`config.mk`:
```
export PLATFORM = sky130hd
export DESIGN_NAME = axi_rd_arb
export DESIGN_NICKNAME = d
export VERILOG_FILES = /design/src/rtl/axi_rd_arb.sv
export SDC_FILE = /design/constraint.sdc
export NUM_CORES = 1
export LEC_CHECK = 0
export ABC_AREA = 1
export CAP_MARGIN = 10
export CORE_AREA = 2 2 210 212
export CTS_BUF_LIST = sky130_fd_sc_hd__clkbuf_8
export CTS_CLUSTER_SIZE = 25
export DETAILED_ROUTE_END_ITERATION = 10
export DIE_AREA = 0 0 212 214
export PLACE_DENSITY = 0.44
export SLEW_MARGIN = 20
export SYNTH_ARGS = -nofsm -noshare
export SYNTH_HDL_FRONTEND = slang
export SYNTH_SLANG_ARGS = --single-unit
```
`constraint.sdc`:
```
create_clock -name clk -period 1.7 [get_ports clk]
set_input_delay 0.51 -clock clk [delete_from_list [all_inputs] [get_ports clk]]
set_output_delay 0.51 -clock clk [all_outputs]
set_load 0.01 [all_outputs]
```
`src/rtl/axi_rd_arb.sv`:
```
// Two-requester round-robin arbiter for a single AXI read master.
// One burst outstanding at a time; R beats are routed to the owner and checked for integrity.
module axi_rd_arb #(
  parameter int AWID_WIDTH   = 4,
  parameter int AWADDR_WIDTH = 32,
  parameter int WDATA_WIDTH  = 128
) (
  input  logic                    clk,
  input  logic                    rst,
  input  logic                    req0_arvalid,
  input  logic [AWADDR_WIDTH-1:0] req0_araddr,
  input  logic [7:0]              req0_arlen,
  output logic                    req0_arready,
  output logic                    req0_rvalid,
  output logic [WDATA_WIDTH-1:0]  req0_rdata,
  output logic [1:0]              req0_rresp,
  output logic                    req0_rlast,
  input  logic                    req0_rready,
  input  logic                    req1_arvalid,
  input  logic [AWADDR_WIDTH-1:0] req1_araddr,
  input  logic [7:0]              req1_arlen,
  output logic                    req1_arready,
  output logic                    req1_rvalid,
  output logic [WDATA_WIDTH-1:0]  req1_rdata,
  output logic [1:0]              req1_rresp,
  output logic                    req1_rlast,
  input  logic                    req1_rready,
  output logic [AWID_WIDTH-1:0]   ARID,
  output logic [AWADDR_WIDTH-1:0] ARADDR,
  output logic [7:0]              ARLEN,
  output logic [2:0]              ARSIZE,
  output logic [1:0]              ARBURST,
  output logic [3:0]              ARREGION,
  output logic                    ARVALID,
  input  logic                    ARREADY,
  input  logic [AWID_WIDTH-1:0]   RID,
  input  logic [WDATA_WIDTH-1:0]  RDATA,
  input  logic [1:0]              RRESP,
  input  logic                    RLAST,
  input  logic                    RVALID,
  output logic                    RREADY,
  output logic                    busy,
  output logic                    err
);

  localparam int SIZE_I = $clog2(WDATA_WIDTH / 8);

  typedef enum logic [1:0] {IDLE, ADDR, DATA} state_t;

  state_t                  state_q, state_d;
  logic                    rr_q, rr_d;
  logic                    owner_q, owner_d;
  logic                    err_q, err_d;
  logic [AWADDR_WIDTH-1:0] addr_q, addr_d;
  logic [7:0]              len_q, len_d;
  logic [7:0]              cnt_q, cnt_d;
  logic                    gnt0, gnt1;
  logic                    owner_rready;
  logic                    r_hs;
  logic                    route0, route1;
  logic [AWID_WIDTH-1:0]   owner_id;

  // A lone requester wins outright; rr only breaks ties.
  assign gnt0 = req0_arvalid & (~req1_arvalid | ~rr_q);
  assign gnt1 = req1_arvalid & (~req0_arvalid | rr_q);

  assign owner_id     = {{(AWID_WIDTH-1){1'b0}}, owner_q};
  assign owner_rready = owner_q ? req1_rready : req0_rready;

  always_comb begin
    state_d      = state_q;
    rr_d         = rr_q;
    owner_d      = owner_q;
    err_d        = err_q;
    addr_d       = addr_q;
    len_d        = len_q;
    cnt_d        = cnt_q;
    req0_arready = 1'b0;
    req1_arready = 1'b0;
    RREADY       = 1'b0;
    r_hs         = 1'b0;
    case (state_q)
      IDLE: begin
        // No burst is open, so any R beat here is unsolicited.
        if (RVALID) err_d = 1'b1;
        if (gnt0 | gnt1) begin
          req0_arready = gnt0;
          req1_arready = gnt1;
          owner_d      = gnt1;
          rr_d         = ~gnt1;
          addr_d       = gnt1 ? req1_araddr : req0_araddr;
          len_d        = gnt1 ? req1_arlen : req0_arlen;
          state_d      = ADDR;
        end
      end
      ADDR: begin
        if (ARREADY) begin
          cnt_d   = 8'd0;
          state_d = DATA;
        end
      end
      DATA: begin
        RREADY = owner_rready;
        r_hs   = RVALID & owner_rready;
        if (r_hs) begin
          cnt_d = cnt_q + 8'd1;
          if (RID != owner_id) err_d = 1'b1;
          if (RLAST && (cnt_q != len_q)) err_d = 1'b1;
          // A missing RLAST at the expected last beat, or a counter about to wrap.
          if (!RLAST && ((cnt_q == len_q) || (cnt_q == 8'hff))) err_d = 1'b1;
          if (RLAST) state_d = IDLE;
        end
      end
      default: state_d = IDLE;
    endcase
  end

  always_ff @(posedge clk) begin
    if (rst) begin
      state_q <= IDLE;
      rr_q    <= 1'b0;
      owner_q <= 1'b0;
      err_q   <= 1'b0;
      addr_q  <= '0;
      len_q   <= '0;
      cnt_q   <= '0;
    end else begin
      state_q <= state_d;
      rr_q    <= rr_d;
      owner_q <= owner_d;
      err_q   <= err_d;
      addr_q  <= addr_d;
      len_q   <= len_d;
      cnt_q   <= cnt_d;
    end
  end

  assign route0 = (state_q == DATA) & ~owner_q;
  assign route1 = (state_q == DATA) & owner_q;

  assign req0_rvalid = route0 & RVALID;
  assign req0_rdata  = route0 ? RDATA : '0;
  assign req0_rresp  = route0 ? RRESP : 2'b00;
  assign req0_rlast  = route0 & RLAST;
  assign req1_rvalid = route1 & RVALID;
  assign req1_rdata  = route1 ? RDATA : '0;
  assign req1_rresp  = route1 ? RRESP : 2'b00;
  assign req1_rlast  = route1 & RLAST;

  assign ARVALID  = (state_q == ADDR);
  assign ARID     = owner_id;
  assign ARADDR   = addr_q;
  assign ARLEN    = len_q;
  assign ARSIZE   = 3'(SIZE_I);
  assign ARBURST  = 2'b01;
  assign ARREGION = 4'd0;
  assign busy     = (state_q != IDLE);
  assign err      = err_q;

endmodule

```
==> key figures, run 1 <==
Clock tree
  • Clock Sinks: 53
  • CTS buffer count: 5
  • CTS clk-pin slew, worst paths: 0.10 ns
  • Max clock buf depth: 2
  • Post-CTS Hold Fix Bufs: 0
  • Clock root buffer: clkbuf_8
  • CTS tree: yes
  • Worst skew pair latency: 0.32 ns
  • Htree depth: 2

GRT
  • Remaining Overflow, GRT: 0
  • Largest net degree at the start of global routing: 30
  • Initial antenna violation count: 4
  • Number of global-route vias before repair: 7,232
  • Gr usage total: 0.159
  • Global-route wire length before repair: roughly 52,000 um

STA
  • Final clock skew: 0.0137 ns
  • Final worst setup slack: -0.704 ns
  • Fin. max-slew vios: 0
  • Crit path time final: 2.40 ns
  • Fmax: 416 MHz
  • Final Hold Fails: 0
  • Setup-failing EPs final: 268
  • Period utilization: 1.41
  • RSZ-0062 raised after global routing: true
  • Hold WS: roughly 0.46 ns

Placed design
  • PortBufs: 533
  • Placed Area: 0.0110 mm^2
  • Hpwl dp: 29,900 um
  • RD Place Congestion: 0.840
  • DP Worst Slack: -1.04 ns

Route
  • Wirelength per Cell: between 15 and 20 um
  • Antenna viol nets, final: 0
  • 1st-pass router iterations: 4
  • Drc violations: 0
  • Drt total wl: 39,800 um
  • Vias: around 7,500
  • Vias per cell: 3.62
  • Initial DRC Count: 251

Final layout
  • Nets: 1,707
  • Fillcell total: 4,649
  • Multi-input gate area: 0.00367 mm^2
  • Sequential cell area: roughly 0.0011 mm^2
  • Area grow syn2layout: 204%
  • Fraction of layout cells with a size suffix above 1: 0.451
  • Post-route cell area: roughly 0.014 mm^2

Setup path
  • Critical path's largest stage delay: 0.33 ns
  • CP startpoint: state_q[0]$_SDFFE_PP0P_
  • FF-to-FF Start: state_q[1]$_SDFFE_PP0P_
  • CP max FO: 6
  • CP delay by family, top: buffers and inverters
  • WP data arrival: 1.89 ns
  • Crit-path most repeated cell: buf_6
  • Crit Path Category: reg -> out
  • Req. time, crit path: 1.19 ns
  • Crit-path slowest cell: dfxtp_2
  • Critical Path End Type: output port
  • CP Cell Sequence: inv_2, nand2_4, buf_6, inv_6, nand2_8, buf_12, buf_16, buf_16, buf_12, buf_6, nor2_4, buf_6
  • Crit path buffers/inverters: 9
  • Crit path launch type: flip-flop

Synthesis
  • Post-synth ARST share: 0
  • FF+latch count, synth: between 50 and 60
  • Post-synthesis cell area: 0.00445 mm^2
  • Sequential fraction of the synthesis area: 0.238
  • EDFF count, synth: 0
  • Mean Syn Cell Area: 5.34 um^2
  • Syn Inst Count: 834
  • Post-synth cell types: 32
  • Yosys Warn Count: 0
  • Synth Flop Type: dfxtp_1

Worst hold path
  • Hold Crit Class: reg -> reg
  • HP Start: err$_SDFFE_PP0P_

Power and ir drop
  • Power Density: about 430 mW/mm^2
  • Leak: 0.00668 uW
  • VDD IR-drop max: 377 uV

Die
  • IO Pins: 546
  • Initial core utilization: 0.104
  • Die height: 214 um
  • Rows: 76
  • Die width: between 200 and 250 um
  • Core Area: 0.0429 mm^2
  • Die area: 0.0454 mm^2

Status
  • Failing checks: negative setup slack
  • Status: complete, but fails checks

Job
  • Max-cap violations: 0
==> synthesized netlist by cell type (all sizes together) (4+ instances only) <==
cell type | number | share of area
xnor2 | 4 | 0.0079
o21ai | 5 | 0.0065
a21oi | 9 | 0.010
nor2 | 276 | 0.23
buf | 50 | 0.080
o211ai | 28 | 0.047
a22oi | 6 | 0.010
inv | 197 | 0.17
dfxtp | 53 | 0.24
nor3 | 5 | 0.0067
clkbuf | 10 | 0.0084
nand3 | 40 | 0.046
nand2 | 140 | 0.12
==> cells by family after synthesis <==
| kind of cell | synth area share |
|---|---|
| DFF | 0.238 |
| xor gates and xnor gates | 0.0118 |
| other | 0.00169 |
| AOI/OAI and AO/OA | 0.0770 |
| buffers and inverters | 0.255 |
| and+or+nand+nor | 0.414 |
| adders and majority gates | 0.00281 |
==> routing by layer <==
metal,wire length (um),track usage,vias up
met5,23,0,-
li1,-,-,3709
met3,2990,0.0383,30
met2,20200,0.293,301
met4,899,0.0390,4
met1,15700,0.183,3441
==> state kept, by name, indices dropped and copies added, names as in the netlist <==
register and cells:
cnt_q 8, ARLEN 8, rr_q 1, owner_q 1, ARADDR 32, err 1, state_q 2
==> where the power goes <==
| group | switching (uW) | internal, uW |
|---|---|---|
| Clock | 475 | 294 |
| Sequential | 108 | 1410 |
| Combinational | 1700 | 1810 |
==> final timing paths <==
| path | endpoint | slack, ns | cells after the start |
|---|---|---|---|
| worst max-delay path | req1_rdata[109] | -0.70 | 12 |
| worst min-delay path | err$_SDFFE_PP0P_ | 0.46 | 2 |
| worst min register to register | err$_SDFFE_PP0P_ | 0.46 | 2 |
| worst max register to register | ARADDR[28]$_SDFFE_PP0P_ | 0.02 | 10 |
==> area by class of cell <==
cell class	instances	share of cell area
clock buffers	5	0.00509
multi-input cells	534	0.271
well taps	585	0.0542
flip-flops and latches	53	0.0791
repair buffers	692	0.534
clock inverters	3	0.00157
inverters	197	0.0551
diodes	1	0.000185
==> placed cells by master, fill, tap and decap left out, types with 3 or more instances in the layout <==
master           count
dfxtp_2              3
nand3_1             38
nor2_4             158
o211ai_1            28
nor2_1              70
xnor2_1              4
clkbuf_8             5
buf_2              109
buf_8               19
inv_1              189
nor3_1               3
buf_4               69
nor2_2              48
a21oi_1              9
nand2_1            133
clkbuf_16           10
a22oi_1              5
buf_16              14
dfxtp_1             49
clkdlybuf4s50_1    217
dlygate4sd2_1       46
o21ai_0              3
conb_1              12
buf_12              33
nand2_4              3
inv_2                7
buf_6              172
==> through the flow <==
stage	TNS [ns]	util	cells	total power, uW
after floorplan	-1.91	-	844	2620
after global placement	-168.54	0.256	1969	4360
after detailed placement	-166.23	0.256	1969	4350
after CTS	-128.72	0.274	2043	5370
after global routing	-160.52	0.315	2069	6180
final	-133.63	0.315	2070	5800
==> worst min-delay path, cell delays in order (launching register included) <==
cell     delay (ns)
dfxtp_1        0.32
inv_1          0.05
a21oi_1        0.05
==> what timing repair did <==
item | in CTS | in global routing
cloned | 12 | 14
endpoints found under the setup margin | 358 | 314
setup buffers | 56 | 25
pin swaps | 11 | 19
resized for setup | 1240 | 480
Note: power is estimated with default switching activity, not from simulation.
==> inputs of run 2 (changes only) <==
--- a/config.mk
+++ b/config.mk
@@ -5,14 +5,15 @@
 export SDC_FILE = /design/constraint.sdc
 export NUM_CORES = 1
 export LEC_CHECK = 0
-export ABC_AREA = 1
 export CAP_MARGIN = 10
-export CORE_AREA = 2 2 210 212
+export CORE_AREA = 2 2 214 216
 export CTS_BUF_LIST = sky130_fd_sc_hd__clkbuf_8
 export CTS_CLUSTER_SIZE = 25
 export DETAILED_ROUTE_END_ITERATION = 10
-export DIE_AREA = 0 0 212 214
-export PLACE_DENSITY = 0.44
+export DIE_AREA = 0 0 216 218
+export PLACE_DENSITY = 0.43
+export SETUP_SLACK_MARGIN = 0.3
+export SKIP_CTS_REPAIR_TIMING = 1
 export SLEW_MARGIN = 20
 export SYNTH_ARGS = -nofsm -noshare
 export SYNTH_HDL_FRONTEND = slang
==> run 2 against run 1 <==
Against the previous run: the flow still finishes with violations (negative setup slack); global-route usage shrank 3.3 points; synthesized cell count fell by 29%; hold slack better by 0.0035 ns; clock skew shrank 0.011 ns; first-iteration DRC count fell by 20%; maximum frequency rose by 5.9%; sequential power shrank 5%; combinational power is 24% lower; non-clock buffer count fell by 25; critical endpoint is now req0_rdata[47].
==> key figures, run 2 <==
Synthesis
  • Post-synth top area share: 0.242
  • Yosys Warn Count: 0
  • Post-synth ARST share: 0
  • Post-synth cell types: 38
  • Mean Syn Cell Area: 7.37 um^2
  • Top cells by area, synth: dfxtp_1 24%, and3_1 19%, and2_1 19%
  • Synth cell count leaders: 133 x and3_1, 131 x and2_1, 53 x dfxtp_1
  • Sequential fraction of the synthesis area: 0.242
  • Synth Flop Type: dfxtp_1
  • FF+latch count, synth: 53
  • Top-count cell post-synth: and3_1
  • Post-synthesis cell area: 0.00439 mm^2
  • Syn Inst Count: 596
  • EDFF count, synth: 0
  • Area leader, netlist: dfxtp_1

Final layout
  • Nets: 1,429
  • Area grow syn2layout: 197%
  • Final std cells w/o fill: 1,809
  • Most frequent cells in the layout: 263 x clkdlybuf4s50_1, 208 x buf_6, 116 x and3_4, 110 x and2_4, 76 x buf_4
  • Fraction of layout cells with a size suffix above 1: 0.530
  • Commonest non-fill, non-tap cell in the layout: clkdlybuf4s50_1
  • Number of flip-flops in the largest register: 32
  • Post-layout util: 0.291

Placed design
  • Hpwl dp: 27,800 um
  • Cells after DPL: 1,742
  • DP Worst Slack: -0.818 ns
  • PortBufs: 533
  • RD Place Congestion: 0.850

Setup path
  • Crit-path slowest cell: dfxtp_2
  • CP max FO: 6
  • Crit path launch type: flip-flop
  • Req. time, crit path: 1.19 ns
  • Critical path's largest stage delay: between 0.3 and 0.4 ns
  • CP Cell Sequence: inv_2, nand2_4, nor2_4, buf_6, buf_12, buf_12, buf_8, clkbuf_16, and2_4, buf_6
  • WP data arrival: between 1.5 and 2 ns
  • Critical Path End Type: output port
  • Crit Path Category: reg -> out

STA
  • Fin. max-slew vios: 0
  • Final clock skew: 0.00255 ns
  • RSZ-0062 raised after global routing: true
  • Final worst setup slack: -0.571 ns
  • Final Hold Fails: 0
  • Setup-failing EPs final: 319
  • Crit path time final: 2.27 ns
  • Fmax: 440 MHz
  • Period utilization: 1.34

Clock tree
  • Clock root buffer: clkbuf_8
  • CTS clk-pin slew, worst paths: approximately 0.1 ns
  • CTS buffer count: 5
  • Htree depth: 2
  • Worst skew pair latency: 0.31 ns
  • Clock Sinks: 53
  • Max clock buf depth: 2
  • CTS tree: yes

Power and ir drop
  • Leak: a little under 0.006 uW
  • Seq pwr share: 0.288
  • VDD IR-drop max: between 300 and 400 uV
  • Clock power share: 0.180
  • Combinational fraction of design power: 0.532
  • Switching power: 1630 uW
  • Power Density: between 300 and 400 mW/mm^2
  • Sw frac: 0.324
  • Internal Power: between 3000 and 4000 uW

Worst hold path
  • Hold Crit Class: reg -> reg

Job
  • Max-cap violations: 0

Route
  • Vias per cell: 3.76
  • 1st-pass router iterations: 5
  • Drc violations: 0
  • Vias: between 6,000 and 7,000
  • Initial DRC Count: about 200
  • Wirelength per Cell: 20.7 um
  • Drt total wl: ~37,000 um
  • Antenna viol nets, final: 0

GRT
  • Initial antenna violation count: 3
  • Gr usage total: 0.126
  • Remaining Overflow, GRT: 0
  • Largest net degree at the start of global routing: 57
  • Global-route wire length before repair: 44,100 um
  • Number of global-route vias before repair: approximately 6,000

Status
  • Status: complete, but fails checks
  • Failing checks: negative setup slack

Die
  • Initial core utilization: 0.0978
  • Rows: 78
  • IO Pins: approximately 550
  • Die width: 216 um
  • Core Area: ~0.045 mm^2
  • Die area: 0.0471 mm^2
  • Die height: 218 um
run 2: cell types whose count changed after synthesis, sizes merged, moves of 28 or more:
cell	delta
nor2	-238
nand2	-123
and2	+131
mux2i	+30
nand3	-35
a211oi	+28
clkbuf	+38
inv	-189
and3	+133
o211ai	-28
run 2: cells by family (layout without fill, tap and decap cells):
kind of cell	after synthesis	count (layout)	share of synthesized area
muxes	31	31	0.0710
DFF	53	53	0.242
xor gates and xnor gates	12	12	0.0239
and+or+nand+nor	341	341	0.458
buffers and inverters	83	683	0.0901
adders and majority gates	1	1	0.00285
other	2	15	0.00171
AOI/OAI and AO/OA	73	73	0.111
run 2: critical path: cells and delay by family (launching register included):
family                 cells  cell delay, ns
buffers and inverters      7            0.84
and+or+nand+nor            3            0.25
DFF                        1            0.36
run 2: power by group through the flow:
stage	Clock [uW]	Combinational, uW	Sequential (uW)
3_5_place_dp	0	2270	1480
2_1_floorplan	0	785	1510
5_1_grt	983	2850	1470
6_report	907	2670	1450
4_1_cts	971	2280	1450
3_3_place_gp	0	2280	1470
run 2: final timing paths:
path | startpoint | endpoint | slack, ns | cells past startpoint
max reg2reg | state_q[0]$_SDFFE_PP0P_ | cnt_q[4]$_SDFFE_PP0P_ | -0.36 | 9
min | ARADDR[10]$_SDFFE_PP0P_ | ARADDR[10]$_SDFFE_PP0P_ | 0.46 | 2
min reg2reg | ARADDR[10]$_SDFFE_PP0P_ | ARADDR[10]$_SDFFE_PP0P_ | 0.46 | 2
max | state_q[0]$_SDFFE_PP0P_ | req0_rdata[47] | -0.57 | 10
run 2: cell type report:
| class | instances | area, um^2 |
|---|---|---|
| diodes | 3 | 7.51 |
| fillers | 4777 | 31800 |
| flip-flops and latches | 53 | 1070 |
| repair buffers | 667 | 7190 |
| multi-input cells | 470 | 3890 |
| inverters | 8 | 30.0 |
| well taps | 600 | 751 |
| clock buffers | 6 | 82.6 |
| clock inverters | 2 | 33.8 |
run 2: metrics by stage:
step | area (um^2) | power, uW | hold slack (ns) | setup TNS [ns]
2_1_floorplan | 4890 | 2300 | 0.451 | 0
3_3_place_gp | 11300 | 3750 | 0.443 | -159.56
3_5_place_dp | 11300 | 3750 | 0.451 | -159.40
4_1_cts | 11400 | 4710 | 0.449 | -229.88
5_1_grt | 13100 | 5300 | 0.465 | -146.73
6_report | 13100 | 5030 | 0.462 | -124.81
run 2: layer usage:
layer	global-route usage	up-vias	part of all wire
met5	0	-	0
met4	0.0295	0	0.021
met3	0.0282	29	0.062
met2	0.224	311	0.50
met1	0.155	3190	0.42
li1	-	3274	-
==> inputs of run 3 (changes only) <==
--- a/config.mk
+++ b/config.mk
@@ -14,7 +14,6 @@
 export PLACE_DENSITY = 0.43
 export SETUP_SLACK_MARGIN = 0.3
 export SKIP_CTS_REPAIR_TIMING = 1
-export SLEW_MARGIN = 20
 export SYNTH_ARGS = -nofsm -noshare
 export SYNTH_HDL_FRONTEND = slang
 export SYNTH_SLANG_ARGS = --single-unit
==> results of run 3 <==
Final layout, timing and power as in run 2 (identical DEF).
